<file path="src/rtl/oled_spi_tx.sv">
// oled_spi_tx: byte-wide, write-only 4-wire SPI master (mode 0) for the SSD1306.
// Takes one byte plus a D/C flag per spi_send request and pulses send_done when
// the byte has been shifted out MSB-first. All outputs are registered.
module oled_spi_tx #(
    parameter int CLK_DIV = 4
) (
    input  logic       clk,
    input  logic       reset,
    input  logic       spi_send,
    input  logic [7:0] spi_data,
    input  logic       dc,
    output logic       send_done,
    output logic       busy,
    output logic       oled_sclk,
    output logic       oled_sdin,
    output logic       oled_dc,
    output logic       oled_cs_n
);

    localparam logic [7:0] DIV_LAST = 8'(CLK_DIV - 1);

    typedef enum logic [1:0] {
        S_IDLE,
        S_SHIFT,
        S_DONE
    } state_t;

    state_t     r_state, w_state;
    logic [7:0] r_div, w_div;
    logic [2:0] r_bit, w_bit;
    // Bit 7 goes straight to oled_sdin at capture, so only bits 6..0 are held.
    logic [6:0] r_shift, w_shift;
    logic       w_done, w_busy, w_sclk, w_sdin, w_dc, w_cs_n;

    // State, counter and output registers with synchronous reset.
    always_ff @(posedge clk) begin
        if (reset) begin
            r_state   <= S_IDLE;
            r_div     <= '0;
            r_bit     <= '0;
            r_shift   <= '0;
            send_done <= 1'b0;
            busy      <= 1'b0;
            oled_sclk <= 1'b0;
            oled_sdin <= 1'b0;
            oled_dc   <= 1'b0;
            oled_cs_n <= 1'b1;
        end else begin
            r_state   <= w_state;
            r_div     <= w_div;
            r_bit     <= w_bit;
            r_shift   <= w_shift;
            send_done <= w_done;
            busy      <= w_busy;
            oled_sclk <= w_sclk;
            oled_sdin <= w_sdin;
            oled_dc   <= w_dc;
            oled_cs_n <= w_cs_n;
        end
    end

    // Next-state and next-output logic; every register holds unless changed.
    always_comb begin
        w_state = r_state;
        w_div   = r_div;
        w_bit   = r_bit;
        w_shift = r_shift;
        w_done  = 1'b0;
        w_busy  = busy;
        w_sclk  = oled_sclk;
        w_sdin  = oled_sdin;
        w_dc    = oled_dc;
        w_cs_n  = oled_cs_n;

        unique case (r_state)
            S_IDLE: begin
                w_busy = 1'b0;
                if (spi_send) begin
                    w_state = S_SHIFT;
                    w_shift = spi_data[6:0];
                    w_sdin  = spi_data[7];
                    w_dc    = dc;
                    w_cs_n  = 1'b0;
                    w_busy  = 1'b1;
                    w_sclk  = 1'b0;
                    w_div   = '0;
                    w_bit   = '0;
                end
            end
            S_SHIFT: begin
                if (r_div == DIV_LAST) begin
                    w_div  = '0;
                    w_sclk = ~oled_sclk;
                    // Only the high->low toggle moves data or ends the byte.
                    if (oled_sclk) begin
                        if (r_bit != 3'd7) begin
                            w_sdin  = r_shift[6];
                            w_shift = {r_shift[5:0], 1'b0};
                            w_bit   = r_bit + 3'd1;
                        end else begin
                            w_state = S_DONE;
                            w_done  = 1'b1;
                            w_cs_n  = 1'b1;
                        end
                    end
                end else begin
                    w_div = r_div + 8'd1;
                end
            end
            S_DONE: begin
                w_state = S_IDLE;
                w_busy  = 1'b0;
            end
            default: begin
                w_state = S_IDLE;
            end
        endcase
    end

endmodule
</file>
<file path="config.mk">
export PLATFORM = sky130hd
export DESIGN_NAME = oled_spi_tx
export DESIGN_NICKNAME = d
export VERILOG_FILES = /design/src/rtl/oled_spi_tx.sv
export SDC_FILE = /design/constraint.sdc
export NUM_CORES = 1
export LEC_CHECK = 0
export ABC_AREA = 1
export BUFFER_PORTS_ARGS = -buffer_cell sky130_fd_sc_hd__buf_2
export CORE_MARGIN = 1
export CORE_UTILIZATION = 55
export CTS_CLUSTER_SIZE = 40
export DETAILED_ROUTE_END_ITERATION = 10
export HOLD_SLACK_MARGIN = 0.12
export PLACE_DENSITY = 0.78
export SYNTH_ARGS = -nofsm -noshare
export SYNTH_HDL_FRONTEND = slang
export SYNTH_SLANG_ARGS = --single-unit
</file>
<file path="constraint.sdc">
create_clock -name clk -period 1.75 [get_ports clk]
set_input_delay 0.175 -clock clk [delete_from_list [all_inputs] [get_ports clk]]
set_output_delay 0.175 -clock clk [all_outputs]
set_load 0.05 [all_outputs]
</file>
==> parameters.txt, run 1 <==
Parameter                              Value

Die
  DIE HEIGHT ... 50.8 um
  Placeable core region ... 2230 sq um
  I/O pin total ... 18
  Effective utilization at floorplan ... about three fifths
  Die Area ... 2580 sq um
  DIE WIDTH ... ~51 um
  Number of rows created at floorplan ... 17

Clock tree
  Buffer cell driving the clock tree root ... sky130_fd_sc_hd__clkbuf_4
  Reg clk slew, reported paths ... roughly 0.14 ns
  TritonCTS clock tree ... done
  Buffer levels on the longest clock path ... 2
  Number of sinks handled by clock tree synthesis ... 26
  CTS resizes ... 0
  Total number of H-tree levels ... 1
  Setup repair bufs after CTS ... 0
  Insertion delay to the later sink of the worst-skew pair ... approximately 0.33 ns
  Total CTS buffers ... 3

Place
  Placed wire-length estimate after detailed placement ... 1.79 mm
  Placed insts ... 232
  Port bufs ... 17
  Final GP Congestion ... between 0.8 and 0.9

Timing
  Crit share post-route ... a little over nine tenths
  Total negative slack for setup checks ... 0 ns
  Tightest hold margin ... 0.162 ns
  Final setup vio count ... 0
  Maximum achievable frequency ... between 600 and 700 MHz
  Final hold violation count ... 0
  Least-Margin Pin Slew ... roughly 0.46 ns
  Slew HR ... around 70%
  Number of max-slew violations in the final report ... 0
  Post-layout minimum cycle time ... 1.66 ns
  Worst Clk Skew ... around 0.0020 ns

Pwr
  Post-layout total power ... 1230 uW
  Leak Pwr ... roughly 0.00070 uW
  Total power per unit cell area ... approximately 850 nW/um^2
  Largest voltage drop on the vdd net ... about 0.55 mV

Global routing
  Wire length of the first global-routing pass ... approximately 4.4 mm
  Global-route total usage across every layer ... 22.5%
  Via count of the first global-routing pass ... around 1.1k
  Largest net degree at the start of global routing ... 23
  Number of antenna violations at the first check in global routing ... 0
  Overall overflow remaining after global route ... 0

Logic synthesis
  Post-synthesis cell type with the largest combined area ... sky130_fd_sc_hd__dfxtp_1
  Cells taking the most area after synthesis ... sky130_fd_sc_hd__dfxtp_1 (40%), sky130_fd_sc_hd__nand2_1 (15%), sky130_fd_sc_hd__nor2_1 (7.8%)
  Distinct cells, synth ... 26
  Synth top area share ... 39.8%
  Summed instance area of the synthesized netlist ... 1310 sq um
  Register bit total from synthesis ... 26
  Yosys warning count ... 0
  Share of synthesized area occupied by flip-flops and latches ... between 30% and 40%
  Gate count after technology mapping ... about 190
  Synthesized net count ... 208
  Post-Synthesis Mean Instance Area ... 6.77 sq um

Setup path
  WS Path Type ... flop to flop
  Category of the worst setup path capture point ... flop
  CP required ... roughly 2 ns
  Worst flop-to-flop path startpoint ... r_bit[0]
  Startpoint types ... flop
  Worst setup path startpoint ... r_bit[0]
  Data arrival time at the worst-slack endpoint ... ~1.9 ns
  Top fanout value on the critical path ... 11

Drt
  Routed WL per cell ... ~11 um
  Number of iterations in the first detailed-routing pass ... 4
  Detailed-route via count ... 1196
  Routed Wire Length ... between 2 and 3 mm
  DRC viols ... 0
  Post-DRT Antenna Nets ... 0
  Violation count after the first detailed-route iteration ... 34
  Via density per instance ... about 5.0

Final layout
  Share of cells above drive strength 1 ... between 15 and 20%
  Fill cell instance count of the final layout ... ~210
  Top library cells by usage in the layout, fill and taps aside ... sky130_fd_sc_hd__nand2_1 (51), sky130_fd_sc_hd__nor2_1 (27), sky130_fd_sc_hd__dfxtp_1 (26)
  Signed area change from the synthesized netlist to the final layout ... 10.9%
  # nets final ... ~230
  Most common library cell in the layout ignoring fill and taps ... sky130_fd_sc_hd__nand2_1
  Final std cells w/o fill ... approximately 240
  Ant. Diodes ... 0
  Share of the core filled with cells in the final layout ... ~65%

Outcome
  Status ... finished, final reports clean

Job
  Max-capacitance violation count ... 0

Min path
  Beginning of the worst hold path ... reset
  Hold WC Path Type ... input port to flop
## cells by family after synthesis
group / after synthesis / synth area share [%]
flip-flops: 26 / 39.8
adder cells (fa/ha/maj): 3 / 2.87
AND/OR/NAND/NOR: 99 / 33.6
buffers and inverters: 34 / 11.0
AO/OA/AOI/OAI: 31 / 12.7
## power breakdown
part           internal, uW  switching, uW
sequential              635           20.3
combinational          84.5            183
clock                   127            181
total                   847            384
## area by class of cell
cell class | count | area (sq um) | area share [%]
clock buffers | 4 | 36.3 | 2.50
inverters | 28 | 108 | 7.42
multi-input cells | 134 | 656 | 45.2
flip-flops and latches | 26 | 520 | 35.9
well taps | 28 | 35.0 | 2.42
repair buffers | 18 | 95.1 | 6.56
## metal layers
layer	vias up	GRT usage [%]	share of wire, %
met2	29	41.1	47
met1	525	25.4	48
met5	-	0	0
met4	0	9.72	1.8
li1	637	-	-
met3	5	3.64	3.4
## registers in the layout (all words and copies together) (netlist names)
signal,flops
send_done,1
oled_sdin,1
oled_sclk,1
busy,1
r_bit,3
r_shift,7
oled_dc,1
r_state,2
r_div,8
oled_cs_n,1
## final timing paths
path,endpoint,slack [ns],depth (start not counted)
worst min-delay path,r_div[5],0.16,2
worst max-delay path,r_bit[0],0.09,6
worst min register to register,busy,0.47,2
worst max register to register,r_bit[0],0.09,6
## Yosys cell counts, drive strengths merged
cell,number
a21oi,14
buf,4
clkbuf,2
dfxtp,26
ha,3
inv,28
nand2,55
nand3,8
nand3b,1
nand4,3
nor2,30
nor3,1
o211ai,1
o21ai,14
o21bai,2
or2,1
## repair_timing
| action | CTS | global route |
|---|---|---|
| hold buffers | 1 | 0 |
| hold endpoints to repair | 1 | 0 |
| endpoints found under the setup margin | 0 | 5 |
## critical path, stage by stage (launching register included)
cell and delay, ns:
sky130_fd_sc_hd__dfxtp_1 0.35, sky130_fd_sc_hd__ha_1 0.20, sky130_fd_sc_hd__ha_1 0.22, sky130_fd_sc_hd__o21ai_2 0.22
sky130_fd_sc_hd__nand4_2 0.31, sky130_fd_sc_hd__a21oi_1 0.21, sky130_fd_sc_hd__nor2_1 0.05
## per-stage QoR
step	setup WS, ns	cell area (sq um)
5_1_grt	-0.00677	1450
6_report	0.0944	1450
2_1_floorplan	0.207	1310
3_3_place_gp	0.246	1390
4_1_cts	0.143	1440
3_5_place_dp	0.163	1390
Note: power is estimated with default switching activity, not from simulation.
==> run 2: changes to the inputs <==
- ABC_AREA: 1 -> not set
==> run 2 against run 1 <==
Effect of this change: clock-buffer cell count unchanged; worst setup slack got worse by 0.037 ns; cell count decreased by 18%; design area increased by 5.5%; clock skew increased by 0.010 ns; area after synthesis decreased by 6.4%; critical path type unchanged.
==> parameters.txt, run 2 <==
Parameter                              Value

Outcome
  Status ... finished, final reports clean

Place
  Worst slack, placed ... -0.0958 ns (-0.259 ns)
  Final GP Congestion ... 0.848 (+2.0%)
  Placed wire-length estimate after detailed placement ... 1.77 mm (-0.87%)
  Port bufs ... 17 (unchanged)
  Total cell area at the placement stage ... 1340 sq um (-3.7%)

Global routing
  Global-route total usage across every layer ... 24.6% (+2.1 points)
  Overall overflow remaining after global route ... 0 (unchanged)
  Via count of the first global-routing pass ... 1019 (-6.4%)
  Number of antenna violations at the first check in global routing ... 0 (unchanged)
  Largest net degree at the start of global routing ... 17 (-26%)
  Wire length of the first global-routing pass ... 4.59 mm (+4.9%)

Clock tree
  Buffer levels on the longest clock path ... 2 (unchanged)
  Total number of H-tree levels ... 1 (unchanged)
  Number of sinks handled by clock tree synthesis ... 26 (unchanged)
  Total CTS buffers ... 3 (unchanged)
  Buffer cell driving the clock tree root ... sky130_fd_sc_hd__clkbuf_4
  TritonCTS clock tree ... done
  Reg clk slew, reported paths ... 0.14 ns (about the same)
  Insertion delay to the later sink of the worst-skew pair ... 0.31 ns (-0.02 ns)

Logic synthesis
  Distinct cells, synth ... 37 (+42%)
  Yosys warning count ... 0 (unchanged)
  Summed instance area of the synthesized netlist ... 1220 sq um (-6.4%)
  Post-synthesis cell type with the largest combined area ... sky130_fd_sc_hd__dfxtp_1
  Register bit total from synthesis ... 26 (unchanged)
  Number of enable flip-flop cells after synthesis ... 0 (unchanged)
  Most common flop cell mapped by yosys ... sky130_fd_sc_hd__dfxtp_1
  Synthesized net count ... 155 (-25%)
  Top cell types by occurrence after synthesis ... sky130_fd_sc_hd__dfxtp_1 (26), sky130_fd_sc_hd__nand2_1 (23), sky130_fd_sc_hd__nor2_1 (18)
  Cells taking the most area after synthesis ... sky130_fd_sc_hd__dfxtp_1 (43%), sky130_fd_sc_hd__a311oi_1 (7.2%), sky130_fd_sc_hd__nand2_1 (7.1%)
  Most instantiated library cell after synthesis ... sky130_fd_sc_hd__dfxtp_1
  Async SR Flop Fraction ... 0% (unchanged)
  Gate count after technology mapping ... 140 (-27%)
  Share of synthesized area occupied by flip-flops and latches ... 42.5% (+2.7 points)
  Synth top area share ... 42.5% (+2.7 points)
  Post-Synthesis Mean Instance Area ... 8.74 sq um (+29%)

Pwr
  Net Sw Power ... 291 uW (-24%)
  Fraction of power consumed by combinational cells ... 15.9% (-5.8 points)
  Part of the power in registers ... 57.4% (+4.2 points)
  Clock network power share ... 26.7% (+1.6 points)
  Largest voltage drop on the vdd net ... 0.573 mV (+3.8%)
  Leak Pwr ... 0.000601 uW (-14%)
  Total power per unit cell area ... 722 nW/um^2 (-15%)
  Total internal power ... 814 uW (-3.9%)
  Sw Ratio ... 26.3% (-4.9 points)

Die
  I/O pin total ... 18 (unchanged)
  Effective utilization at floorplan ... 60.5% (+2.0 points)
  Number of rows created at floorplan ... 16 (-1)
  DIE HEIGHT ... 49.2 um (-3.1%)
  Die Area ... 2420 sq um (-6.1%)
  DIE WIDTH ... 49.2 um (-3.1%)
  Placeable core region ... 2020 sq um (-9.5%)

Min path
  Hold WC Path Type ... input port to flop
  Worst hold stages ... 3 (+1)
  Beginning of the worst hold path ... spi_data[5]
  Destination of the worst hold path ... r_shift[5]

Drt
  DRC viols ... 0 (unchanged)
  Violation count after the first detailed-route iteration ... 17 (-50%)
  Routed WL per cell ... 14.5 um (+37%)
  Routed Wire Length ... 2.83 mm (+12%)
  Via density per instance ... 5.95 (+18%)
  Post-DRT Antenna Nets ... 0 (unchanged)
  Detailed-route via count ... 1160 (-3.0%)
  Number of iterations in the first detailed-routing pass ... 4 (unchanged)

Setup path
  Worst flop-to-flop path startpoint ... r_bit[1]
  Category of the worst setup path capture point ... flop
  Top fanout value on the critical path ... 7 (-4)
  Data arrival time at the worst-slack endpoint ... 1.91 ns (+0.02 ns)
  Reg2Reg Depth ... 6 (unchanged)
  WS Path Type ... flop to flop
  Startpoint types ... flop
  Reg-to-reg setup timing slack ... 0.06 ns (-0.04 ns)
  CP required ... 1.97 ns (-0.02 ns)
  Endpoint of the most critical register-to-register path ... r_shift[6]

Timing
  Post-layout minimum cycle time ... 1.69 ns (+0.0366 ns)
  Tightest hold margin ... 0.157 ns (-0.00473 ns)
  Final setup vio count ... 0 (unchanged)
  Maximum achievable frequency ... 591 MHz (-2.2%)
  Crit share post-route ... 96.7% (+2.1 points)
  Final hold violation count ... 0 (unchanged)
  Least-Margin Pin Slew ... 0.443 ns (-0.0153 ns)
  Number of max-slew violations in the final report ... 0 (unchanged)
  Worst setup margin ... 0.0578 ns (-0.0366 ns)
  Worst Clk Skew ... 0.0124 ns (+0.0105 ns)
  Slew HR ... 70.4% (+0.99 points)

Final layout
  Largest register FFs ... 8 (unchanged)
  Largest register by flop count ... r_div
  # nets final ... 184 (-19%)
  Ant. Diodes ... 0 (unchanged)
  Largest registers ... r_div (8), r_shift (7), r_bit (3)
  Fill cell instance count of the final layout ... 160 (-24%)
  Total non-filler cell area in the finished layout ... 1530 sq um (+5.5%)
  Share of cells above drive strength 1 ... 32.7% (+15 points)
  Top library cells by usage in the layout, fill and taps aside ... sky130_fd_sc_hd__nand2_1 (23), sky130_fd_sc_hd__dfxtp_1 (23), sky130_fd_sc_hd__nor2_1 (18)
  Signed area change from the synthesized netlist to the final layout ... 25.1%

Job
  Max-capacitance violation count ... 0 (unchanged)
==> run 2: cell types whose count changed in the layout (fill, tap and decap cells not counted), moves of 4 or more <==
cell                            change
sky130_fd_sc_hd__a21oi_1           -10
sky130_fd_sc_hd__a311oi_1           +7
sky130_fd_sc_hd__and3_1             +4
sky130_fd_sc_hd__buf_4              +9
sky130_fd_sc_hd__dlygate4sd3_1      +4
sky130_fd_sc_hd__inv_1             -21
sky130_fd_sc_hd__inv_2              -5
sky130_fd_sc_hd__nand2_1           -28
sky130_fd_sc_hd__nand3_1            -4
sky130_fd_sc_hd__nor2_1             -9
sky130_fd_sc_hd__o21ai_0           -10
==> run 2: worst max-delay path by stage <==
| stage | endpoint | depth (start not counted) | slack [ns] | from |
|---|---|---|---|---|
| after floorplan | r_shift[2] | 5 | 0.13 | oled_sclk |
| after global placement | r_shift[1] | 6 | 0.03 | r_bit[0] |
| after detailed placement | r_shift[5] | 6 | -0.1 | r_bit[0] |
| after CTS | r_bit[1] | 6 | -0.03 | r_bit[0] |
| after global routing | r_bit[0] | 6 | -0.004 | r_bit[0] |
| final | r_shift[6] | 6 | 0.06 | r_bit[1] |
==> run 2: power groups by stage <==
stage | Combinational (uW) | Clock (uW) | Sequential [uW]
after CTS | 166 | 303 | 633
after floorplan | 89.3 | 0 | 663
after global placement | 143 | 0 | 645
after global routing | 191 | 323 | 637
final | 176 | 295 | 634
after detailed placement | 148 | 0 | 646
==> run 2: timing repair <==
| item | CTS | global route |
|---|---|---|
| hold endpoints to repair | 5 | 0 |
| pin swaps | 2 | 5 |
| cloned | 1 | 0 |
| setup buffers | 3 | 1 |
| endpoints found under the setup margin | 9 | 11 |
| hold buffers | 5 | 0 |
| resized for setup | 3 | 13 |
==> run 2: per-stage QoR <==
step / power (uW) / setup TNS [ns] / utilization (%) / cells
finish: 1100 / 0 / 75.7 / 195
global route: 1150 / -0.00414 / 75.7 / 195
CTS: 1100 / -0.0464 / 72.8 / 194
detailed placement: 794 / -0.181 / 66.3 / 181
global placement: 789 / 0 / 66.3 / 181
floorplan: 753 / 0 / - / 140
==> run 2: layer usage <==
metal	vias to the layer above	routed length, um	global-route usage (%)
li1	570	-	-
met1	553	1340	32.4
met2	27	1360	39.3
met3	10	66	3.43
met4	0	65	11.8
met5	-	0	0
==> run 2: cell families (layout without fill, tap and decap cells) <==
logic type,after synthesis,count (layout),synth area share [%]
AOI/OAI and AO/OA,27,28,17.0
adders and majority gates,3,3,3.07
buffers and inverters,9,36,3.58
DFF,26,26,42.5
muxes,3,3,2.56
and+or+nand+nor,72,72,31.3
==> run 2: layout make-up <==
cell class              count  area [sq um]  area share (%)
inverters                   1          3.75           0.245
multi-input cells         106           729            47.7
flip-flops and latches     26           524            34.3
clock buffers               4          36.3            2.37
well taps                  27          33.8            2.21
repair buffers             31           203            13.2
==> run 2: worst max-delay path: stages, from the launching register on <==
cell and delay (ns):
sky130_fd_sc_hd__dfxtp_2 0.36, sky130_fd_sc_hd__ha_2 0.17, sky130_fd_sc_hd__ha_2 0.18, sky130_fd_sc_hd__and4bb_4 0.38, sky130_fd_sc_hd__a31o_4 0.23, sky130_fd_sc_hd__nor2_2 0.05
sky130_fd_sc_hd__a311oi_2 0.24
